===== src/rtl/uart_word_serializer.sv =====
// Word-to-byte serializer: buffers whole words in a small FIFO and hands
// them to a byte-wide UART one byte at a time, LSB- or MSB-byte first.
module uart_word_serializer #(
  parameter int unsigned WORD_BYTES = 4,
  parameter int unsigned FIFO_DEPTH = 4
) (
  input  logic                          iClock,
  input  logic                          iReset,
  input  logic                          iWordValid,
  input  logic [8*WORD_BYTES-1:0]       iWord,
  output logic                          oWordReady,
  input  logic                          iMsbFirst,
  input  logic                          iTxBusy,
  output logic [7:0]                    oUartTx8,
  output logic                          oByteTransmit,
  output logic                          oBusy,
  output logic [$clog2(FIFO_DEPTH):0]   oFifoLevel
);

  localparam int unsigned WORD_W = 8 * WORD_BYTES;
  localparam int unsigned PTR_W  = $clog2(FIFO_DEPTH);
  localparam int unsigned LVL_W  = PTR_W + 1;
  localparam int unsigned IDX_W  = $clog2(WORD_BYTES + 1);

  typedef enum logic [1:0] {
    IDLE = 2'd0,
    LOAD = 2'd1,
    SEND = 2'd2,
    HOLD = 2'd3
  } tState;

  tState              state;
  tState              stateNext;

  logic [WORD_W-1:0]  fifoMem [FIFO_DEPTH];
  logic [PTR_W-1:0]   wrPtr;
  logic [PTR_W-1:0]   wrPtrNext;
  logic [PTR_W-1:0]   rdPtr;
  logic [PTR_W-1:0]   rdPtrNext;
  logic [LVL_W-1:0]   level;
  logic [LVL_W-1:0]   levelNext;
  logic [WORD_W-1:0]  headWord;
  logic               doPush;
  logic               doPop;

  logic [WORD_W-1:0]  shiftReg;
  logic [WORD_W-1:0]  shiftNext;
  logic [WORD_W-1:0]  shifted;
  logic               msbLatched;
  logic               msbNext;
  logic [IDX_W-1:0]   byteIdx;
  logic [IDX_W-1:0]   byteIdxNext;

  logic [7:0]         txByteNext;
  logic               strobeNext;
  logic               busyNext;
  logic               readyNext;

  assign headWord   = fifoMem[rdPtr];
  assign oFifoLevel = level;

  // FIFO bookkeeping: pointers wrap naturally because the depth is a power of two
  always_comb begin
    doPush    = iWordValid && oWordReady;
    wrPtrNext = wrPtr;
    rdPtrNext = rdPtr;
    levelNext = level;
    if (doPush) begin
      wrPtrNext = wrPtr + PTR_W'(1);
    end
    if (doPop) begin
      rdPtrNext = rdPtr + PTR_W'(1);
    end
    if (doPush && !doPop) begin
      levelNext = level + LVL_W'(1);
    end else if (!doPush && doPop) begin
      levelNext = level - LVL_W'(1);
    end
  end

  // FSM next-state and datapath next values
  always_comb begin
    stateNext   = state;
    doPop       = 1'b0;
    shiftNext   = shiftReg;
    shifted     = shiftReg;
    msbNext     = msbLatched;
    byteIdxNext = byteIdx;
    txByteNext  = oUartTx8;
    strobeNext  = 1'b0;
    case (state)
      IDLE: begin
        if (level != LVL_W'(0)) begin
          stateNext = LOAD;
        end
      end
      LOAD: begin
        doPop       = 1'b1;
        shiftNext   = headWord;
        msbNext     = iMsbFirst;
        byteIdxNext = IDX_W'(0);
        txByteNext  = iMsbFirst ? headWord[WORD_W-1 -: 8] : headWord[7:0];
        stateNext   = SEND;
      end
      SEND: begin
        if (!iTxBusy) begin
          strobeNext = 1'b1;
          stateNext  = HOLD;
        end
      end
      HOLD: begin
        byteIdxNext = byteIdx + IDX_W'(1);
        shifted     = msbLatched ? (shiftReg << 8) : (shiftReg >> 8);
        shiftNext   = shifted;
        if (byteIdxNext == IDX_W'(WORD_BYTES)) begin
          stateNext = IDLE;
        end else begin
          txByteNext = msbLatched ? shifted[WORD_W-1 -: 8] : shifted[7:0];
          stateNext  = SEND;
        end
      end
      default: begin
        stateNext = IDLE;
      end
    endcase
  end

  // Status outputs track the values the state and level take after this edge
  always_comb begin
    busyNext  = (stateNext != IDLE) || (levelNext != LVL_W'(0));
    readyNext = (levelNext != LVL_W'(FIFO_DEPTH));
  end

  // State, control and registered outputs
  always_ff @(posedge iClock or negedge iReset) begin
    if (!iReset) begin
      state         <= IDLE;
      wrPtr         <= '0;
      rdPtr         <= '0;
      level         <= '0;
      shiftReg      <= '0;
      msbLatched    <= 1'b0;
      byteIdx       <= '0;
      oUartTx8      <= 8'h00;
      oByteTransmit <= 1'b0;
      oBusy         <= 1'b0;
      oWordReady    <= 1'b0;
    end else begin
      state         <= stateNext;
      wrPtr         <= wrPtrNext;
      rdPtr         <= rdPtrNext;
      level         <= levelNext;
      shiftReg      <= shiftNext;
      msbLatched    <= msbNext;
      byteIdx       <= byteIdxNext;
      oUartTx8      <= txByteNext;
      oByteTransmit <= strobeNext;
      oBusy         <= busyNext;
      oWordReady    <= readyNext;
    end
  end

  // Word storage; contents need no reset since the level gates every read
  always_ff @(posedge iClock) begin
    if (doPush) begin
      fifoMem[wrPtr] <= iWord;
    end
  end

endmodule


===== config.mk =====
export PLATFORM = sky130hd
export DESIGN_NAME = uart_word_serializer
export DESIGN_NICKNAME = d
export VERILOG_FILES = /design/src/rtl/uart_word_serializer.sv
export SDC_FILE = /design/constraint.sdc
export NUM_CORES = 1
export LEC_CHECK = 0
export ABC_AREA = 1
export BUFFER_PORTS_ARGS = -buffer_cell sky130_fd_sc_hd__buf_2
export CORE_ASPECT_RATIO = 0.8
export CORE_MARGIN = 5
export CORE_UTILIZATION = 46
export CTS_BUF_LIST = sky130_fd_sc_hd__clkbuf_8
export DETAILED_ROUTE_END_ITERATION = 10
export PLACE_DENSITY = 0.74
export SETUP_SLACK_MARGIN = 0.4
export SYNTH_ARGS = -nofsm -noshare
export SYNTH_HDL_FRONTEND = slang
export SYNTH_SLANG_ARGS = --single-unit

===== constraint.sdc =====
create_clock -name iClock -period 2.75 [get_ports iClock]
set_input_delay 0.55 -clock iClock [delete_from_list [all_inputs] [get_ports iClock]]
set_output_delay 0.55 -clock iClock [all_outputs]
set_load 0.02 [all_outputs]

==> summary.txt, run 1 <==
Floorplan
  • Total Die Area: between 15000 and 20000 sq um
  • Area of the placeable core: about 16000 sq um
  • Number of rows in the core area: 42
  • Die boundary width: ~150 um
  • Initial Utilization: between 40% and 50%
  • Die extent in y: approximately 130 um
  • Number of I/O pins: slightly above 50

Setup path
  • Critical Setup Path Class: reg -> reg
  • WP data arrival: about 2.4 ns
  • Worst endpoint required time: between 3 and 4 ns
  • Slowest cell on crit path: sky130_fd_sc_hd__dfrtp_1
  • Setup slack of the worst register-to-register path: roughly 0.7 ns
  • Crit path launch type: flip-flop
  • Critical Path, Cell by Cell: nand2_2, nor2_4, nand2_1, nand2_1, a21oi_1, a21oi_1
  • Maximum fanout count along the critical path: 24
  • Critical R2R Capture: oUartTx8[0]
  • Endpoint class of the critical path: flip-flop
  • Stage delay of the slowest cell on the critical path: 0.67 ns
  • Startpoint of the worst-slack reg-to-reg timing path: state[0]
  • Worst reg-to-reg path cell count: 6

Run status
  • Result of the run: completed

Clock network
  • Number of sinks on the clock net: roughly 180
  • CTS hold repair buffers: 0
  • Clock latency on the worst-skew pair: around 0.46 ns
  • Post-CTS clock slew at the launch and capture registers of the worst setup and hold paths: approximately 0.09 ns
  • Buffer count from post-CTS setup fixing: 0
  • TritonCTS clock tree: built
  • Largest buffer count on any clock path: 2
  • Post-cts repair resize count: 0
  • H-tree depth reported by CTS: 4
  • Root buf cell: sky130_fd_sc_hd__clkbuf_8
  • Total CTS buffers: 17

Drt
  • Count of routing violations after the opening detailed-route iteration: between 400 and 500
  • Via Count: roughly 5200
  • DRC violations left: 0
  • Post-DR vias/cell: 5.29
  • Final Routed Wirelength: between 15000 and 20000 um
  • Post-detailed-route count of antenna-violating nets: 0
  • Routed length per placed instance: around 17 um
  • First-pass detailed-route iteration total: 5

Synth
  • Cell type with the largest total area after synthesis: sky130_fd_sc_hd__edfxtp_1
  • Sequential fraction of the synthesis area: between 60% and 70%
  • Synthesized netlist net count: ~740
  • Cell Area, Synth: 7610 sq um
  • Commonest cells post-synth: 189 x sky130_fd_sc_hd__nand2_1, 128 x sky130_fd_sc_hd__edfxtp_1, 81 x sky130_fd_sc_hd__nand3_1
  • Synth Warn #: 0
  • Fraction of synthesized cell area taken by the top area cell type: between 50% and 60%
  • Most common cell in the synthesized netlist: sky130_fd_sc_hd__nand2_1
  • Count of state elements after synthesis: roughly 180
  • Commonest register cell after synthesis: sky130_fd_sc_hd__edfxtp_1
  • Cells after synthesis: 696
  • Synth unique cells: 25
  • Post-Syn Area per Cell: around 11 sq um
  • Async set or reset register ratio after synthesis: 30.4%
  • Post-synth EDFFs: 128
  • Top cells by area, synth: sky130_fd_sc_hd__edfxtp_1 51%, sky130_fd_sc_hd__dfrtp_1 18%, sky130_fd_sc_hd__nand2_1 9.3%

Timing
  • FMAX: 490 MHz
  • Slew Viols, Final: 0
  • Max-Slew Margin vs Limit: between 60% and 70%
  • Minimum setup slack in the final design: ~0.71 ns
  • Clock tree skew after final layout: 0.0140 ns
  • RSZ-0062 raised after global routing: no
  • Post-route minimum period: a little over 2 ns
  • Share of the clock period used by the worst path after layout: between 70 and 80%
  • Final hold violation count: 0
  • Worst slew pin tran: 0.556 ns
  • Sum Neg Setup Slack: 0 ns
  • Final setup viols: 0

Layout
  • Number of fill cells: ~1500
  • Diodes inserted: 0
  • Fraction of layout instances using a drive strength above 1: 14.1%
  • Storage cell area: between 5000 and 6000 sq um
  • Layout Nets: approximately 800
  • Total area of multi-input combinational cells: about 2100 sq um
  • Area growth syn-to-layout: 10.7%

Power
  • IR Drop Worst-Case VDD: roughly 500 uV
  • Psw: 0.00362 W
  • Combinational Power Share: 36.9%
  • Cell Int Power: about 0.0054 W
  • PwrDens: between 1000 and 1500 nW/um^2
  • Net switching fraction of the power: approximately two fifths
  • Clk pwr share: roughly 17%
  • Part of the total power dissipated in sequential elements: approximately 46%
  • Leakage power summed over all cells: between 3 and 4 nW
  • Pwr Total: slightly above 0.009 W

Placed design
  • Pre-CTS worst setup slack: between 0.7 and 0.8 ns
  • Global placer's final weighted congestion: about 0.88
  • Number of buffer cells added on primary ports: 50
  • Post-DP HPWL: ~10000 um

Flow run
  • Max-cap violations: 0

GRT
  • Number of global-route vias before repair: roughly 5000
  • Wire length of the first global-routing pass: approximately 26000 um
  • Largest net degree at the start of global routing: 43
  • Number of antenna violations at the first check in global routing: 0
  • Overall global routing resource usage: 17.3%
  • Global-route congestion overflow total: 0

Min path
  • Worst hold-check path type: in -> async
cells in the final DEF (no fill, tap or decap), drive strengths merged:
master and n:
o21ai 52, nand3 81, nor2 60, xor2 3
or2 1, ha 9, clkinv 8, o22ai 10
inv 33, edfxtp 128, nand4 8, a22o 1
buf 64, o211ai 6, clkbuf 17, clkinvlp 3
nand2 193, a21oi 26, dfrtp 56
final cells by class:
cell class / instances / area share (%)
sequential: 184 / 62.3
timing repair buffer: 64 / 4.22
multi-input combinational: 450 / 25.1
clock buffer: 17 / 2.78
inverter: 30 / 1.34
tap: 220 / 3.27
clock inverter: 14 / 1.03
power by group through the flow:
stage          sequential (W)  clock (W)  combinational [W]
6_report              0.00418    0.00153            0.00334
5_1_grt               0.00425    0.00169            0.00379
4_1_cts               0.00418    0.00156            0.00338
3_5_place_dp          0.00423          0            0.00336
3_3_place_gp          0.00422          0            0.00327
2_1_floorplan         0.00426          0            0.00234
layer usage:
| metal | vias to the layer above | GRT usage [%] | share of wire (%) |
|---|---|---|---|
| li1 | 2496 | - | - |
| met1 | 2499 | 25.1 | 46 |
| met2 | 157 | 25.8 | 46 |
| met3 | 28 | 3.63 | 5.3 |
| met4 | 0 | 6.80 | 2.5 |
| met5 | - | 0 | 0 |
state kept, by name, indices dropped and copies added, names as in the netlist:
register       flops
rdPtr              2
oFifoLevel         3
oWordReady         1
msbLatched         1
state              2
oUartTx8           8
shiftReg          32
oByteTransmit      1
fifoMem          128
oBusy              1
byteIdx            3
wrPtr              2
critical path, delay by kind of cell, from the launching register on:
kind | cells | cell delay [ns]
AOI/OAI and AO/OA | 2 | 0.19
DFF | 1 | 0.67
and+or+nand+nor | 4 | 1.08
cells by family after synthesis:
kind of cell	count (synthesis)	synth area share, %
simple gates	343	18.9
flops	184	68.9
compound gates	95	6.66
buf+inv	62	3.72
fa+ha+maj	9	1.48
xor+xnor	3	0.345
worst max path at each step:
stage / from / endpoint / slack (ns) / cells after the start
detailed placement: iWordValid / fifoMem[2][5] / 0.78 / 4
CTS: state[0] / oUartTx8[4] / 0.76 / 6
global placement: iWordValid / fifoMem[0][5] / 0.84 / 4
finish: state[0] / oUartTx8[0] / 0.71 / 6
global route: state[0] / shiftReg[20] / 0.52 / 6
floorplan: iWordValid / fifoMem[0][0] / 0.26 / 2
per-stage QoR:
step / std cells / hold WS (ns) / area (sq um) / util, %
2_1_floorplan: 696 / 0.254 / 7610 / -
3_3_place_gp: 948 / 0.470 / 8100 / 49.4
3_5_place_dp: 948 / 0.479 / 8100 / 49.4
4_1_cts: 979 / 0.0587 / 8420 / 51.4
5_1_grt: 979 / 0.0947 / 8420 / 51.4
6_report: 979 / 0.0734 / 8420 / 51.4
Power figures use the tool's default switching activity.
==> run 2: changes to the inputs <==
--- a/config.mk
+++ b/config.mk
@@ -12,7 +12,7 @@
 export CORE_UTILIZATION = 46
 export CTS_BUF_LIST = sky130_fd_sc_hd__clkbuf_8
 export DETAILED_ROUTE_END_ITERATION = 10
-export PLACE_DENSITY = 0.74
+export PLACE_DENSITY = 0.77
 export SETUP_SLACK_MARGIN = 0.4
 export SYNTH_ARGS = -nofsm -noshare
 export SYNTH_HDL_FRONTEND = slang
==> constraint.sdc (replaced) <==
create_clock -name iClock -period 1.7 [get_ports iClock]
set_input_delay 0.34 -clock iClock [delete_from_list [all_inputs] [get_ports iClock]]
set_output_delay 0.34 -clock iClock [all_outputs]
set_load 0.02 [all_outputs]
==> run 2 against run 1 <==
Die area stayed put. Count of clock-buffer cells in the layout unchanged. Register-to-register slack worse by 0.47 ns. Clock power grew 85%. Clock skew rose by 0.0066 ns. Utilization increased by 11 points. Critical endpoint is now oUartTx8[7].
==> summary.txt, run 2 (same netlist as run 1, synthesis figures left out) <==
Setup path
  • Maximum fanout count along the critical path: 8 (was 24)
  • WP data arrival: 1.82 ns (was 2.43 ns)
  • Endpoint class of the critical path: flip-flop (unchanged)
  • Critical Setup Path Class: reg -> reg (unchanged)
  • Worst reg-to-reg path cell count: 8 (was 6)
  • Critical Path, Cell by Cell: buf_8, buf_16, nand2_1, nand3_2, nand3_1, nand2_1, nand2_1, a21oi_2 (was nand2_2, nor2_4, nand2_1, nand2_1, a21oi_1, a21oi_1)
  • Startpoint of the worst-slack reg-to-reg timing path: rdPtr[0] (was state[0])
  • Critical R2R Capture: oUartTx8[7] (was oUartTx8[0])
  • Kind of cell adding the most delay to the critical path: flip-flops (was simple AND/OR/NAND/NOR gates)
  • Setup slack of the worst register-to-register path: 0.24 ns (was 0.71 ns)
  • Buffers & Inverters on Critical Path: 2 (was 0)
  • Cell seen most often among critical-path stages: sky130_fd_sc_hd__nand2_1
  • Worst endpoint required time: 2.06 ns (was 3.14 ns)
  • Crit path launch type: flip-flop (unchanged)
  • Stage delay of the slowest cell on the critical path: 0.49 ns (was 0.67 ns)
  • Slowest cell on crit path: sky130_fd_sc_hd__dfrtp_2 (was sky130_fd_sc_hd__dfrtp_1)

Placed design
  • Number of buffer cells added on primary ports: 50 (unchanged)
  • Global placer's final weighted congestion: 0.868 (was 0.875)
  • Post-DP HPWL: 10500 um (was 10400 um)

Clock network
  • Number of sinks on the clock net: 184 (unchanged)
  • Post-CTS clock slew at the launch and capture registers of the worst setup and hold paths: 0.10 ns (was 0.09 ns)
  • Clock latency on the worst-skew pair: 0.47 ns (was 0.46 ns)
  • TritonCTS clock tree: built (unchanged)
  • Largest buffer count on any clock path: 2 (unchanged)
  • Root buf cell: sky130_fd_sc_hd__clkbuf_8 (unchanged)
  • H-tree depth reported by CTS: 4 (unchanged)
  • Total CTS buffers: 17 (unchanged)

Drt
  • Post-DR vias/cell: 5.67 (was 5.29)
  • First-pass detailed-route iteration total: 6 (was 5)
  • DRC violations left: 0 (unchanged)
  • Final Routed Wirelength: 20500 um (was 16200 um)
  • Count of routing violations after the opening detailed-route iteration: 722 (was 431)
  • Post-detailed-route count of antenna-violating nets: 0 (unchanged)
  • Via Count: 5865 (was 5180)
  • Routed length per placed instance: 19.9 um (was 16.6 um)

Layout
  • Diodes inserted: 0 (unchanged)
  • Area growth syn-to-layout: 33.4% (was 10.7%)
  • Largest register by flop count: fifoMem (unchanged)
  • Flip-flop count of the largest register after layout: 128 (unchanged)
  • Fraction of layout instances using a drive strength above 1: 34.7% (was 14.1%)
  • Commonest cells after routing, fill and taps aside: 161 x sky130_fd_sc_hd__nand2_1, 128 x sky130_fd_sc_hd__edfxtp_1, 50 x sky130_fd_sc_hd__nor2_1, 50 x sky130_fd_sc_hd__dfrtp_1, 39 x sky130_fd_sc_hd__nand3_2 (was 189 x sky130_fd_sc_hd__nand2_1, 128 x sky130_fd_sc_hd__edfxtp_1, 81 x sky130_fd_sc_hd__nand3_1, 55 x sky130_fd_sc_hd__dfrtp_1, 54 x sky130_fd_sc_hd__nor2_1)
  • Layout Nets: 848 (was 793)
  • Most common library cell in the layout ignoring fill and taps: sky130_fd_sc_hd__nand2_1 (unchanged)
  • Core occupancy in the finished layout: 61.9% (was 51.4%)
  • Number of fill cells: 1176 (was 1467)
  • Top flop regs: fifoMem (128), shiftReg (32), oUartTx8 (8) (unchanged)

Power
  • Leakage power summed over all cells: 4.04 nW (was 3.37 nW)
  • IR Drop Worst-Case VDD: 799 uV (was 503 uV)
  • Pwr Total: 0.0191 W (was 0.00905 W)
  • PwrDens: 1880 nW/um^2 (was 1070 nW/um^2)

Run status
  • Result of the run: completed (unchanged)

Min path
  • Endpoint with the worst hold slack: oByteTransmit
  • Worst hold-check path type: in -> reg (was in -> async)
  • Cells on Worst Hold Path: 2
  • Critical hold path startpoint: iTxBusy

GRT
  • Number of antenna violations at the first check in global routing: 0 (unchanged)
  • Overall global routing resource usage: 19.5% (was 17.3%)
  • Wire length of the first global-routing pass: 29400 um (was 26400 um)
  • Global-route congestion overflow total: 0 (unchanged)
  • Largest net degree at the start of global routing: 35 (was 43)
  • Number of global-route vias before repair: 5380 (was 5088)

Timing
  • Clock tree skew after final layout: 0.0206 ns (was 0.0140 ns)
  • Hold slack final: 0.0396 ns (was 0.0734 ns)
  • Post-route minimum period: 1.46 ns (was 2.04 ns)
  • FMAX: 685 MHz (was 490 MHz)
  • Slew Viols, Final: 0 (unchanged)
  • Final setup viols: 0 (unchanged)
  • Max-Slew Margin vs Limit: 60.3% (was 62.9%)
  • Sum Neg Setup Slack: 0 ns (unchanged)
  • Final hold violation count: 0 (unchanged)
  • Share of the clock period used by the worst path after layout: 85.9% (was 74.2%)
  • RSZ-0062 raised after global routing: yes (was no)
  • Worst slew pin tran: 0.592 ns (was 0.556 ns)

Floorplan
  • Number of rows in the core area: 42 (unchanged)
  • Die extent in y: 125 um (unchanged)
  • Total Die Area: 19200 sq um (unchanged)
  • Die boundary width: 154 um (unchanged)
  • Initial Utilization: 46.4% (unchanged)
  • Number of I/O pins: 51 (unchanged)
  • Area of the placeable core: 16400 sq um (unchanged)

Flow run
  • Max-cap violations: 0 (unchanged)
## run 2: how the worst max path moves through the flow
stage                    end  cells after the start     startpoint
2_1_floorplan  fifoMem[2][0]                      4       wrPtr[0]
3_3_place_gp     oUartTx8[2]                      7     byteIdx[0]
3_5_place_dp     oUartTx8[7]                      7     byteIdx[0]
4_1_cts        oFifoLevel[0]                      1  oFifoLevel[0]
5_1_grt          oUartTx8[7]                      8       rdPtr[0]
6_report         oUartTx8[7]                      8       rdPtr[0]
## run 2: routing by layer
metal  GRT usage (%)  share of wire [%]  up-vias  wire length, um
met5               0                  0        -                0
met3            5.53                 11       57             2190
met2            29.8                 48      350             9780
li1                -                  -     2628                -
met4            5.24                2.5        0              508
met1            27.8                 39     2830             8070
## run 2: repair_timing
item | CTS | global route
setup buffers | 20 | 9
cloned | 9 | 8
setup endpoints to repair | 156 | 185
pin swaps | 8 | 30
gates resized for setup | 78 | 133
endpoints found under the hold margin | 20 | 0
hold buffers | 1 | 0
## run 2: layout make-up
class | instances | area, sq um | share of cell area (%)
Tap cell | 220 | 275 | 2.71
Clock buffer | 17 | 234 | 2.30
Clock inverter | 15 | 151 | 1.49
Timing Repair Buffer | 119 | 1440 | 14.2
Sequential cell | 184 | 5250 | 51.7
Multi-Input combinational cell | 450 | 2680 | 26.3
Inverter | 30 | 128 | 1.26
## run 2: stage by stage
step | area, sq um | setup WS (ns) | instances
after floorplan | 7660 | 0.169 | 696
after global placement | 8320 | 0.253 | 956
after detailed placement | 8320 | 0.238 | 956
after CTS | 9390 | 0.296 | 1018
after global routing | 10200 | 0.184 | 1035
final | 10200 | 0.240 | 1035
## run 2: report_power, final
part / leakage [nW] / switching, W / internal [W]
logic: 1.99 / 0.00539 / 0.00399
clock network: 0.194 / 0.00173 / 0.00109
registers: 1.86 / 0.000727 / 0.00617
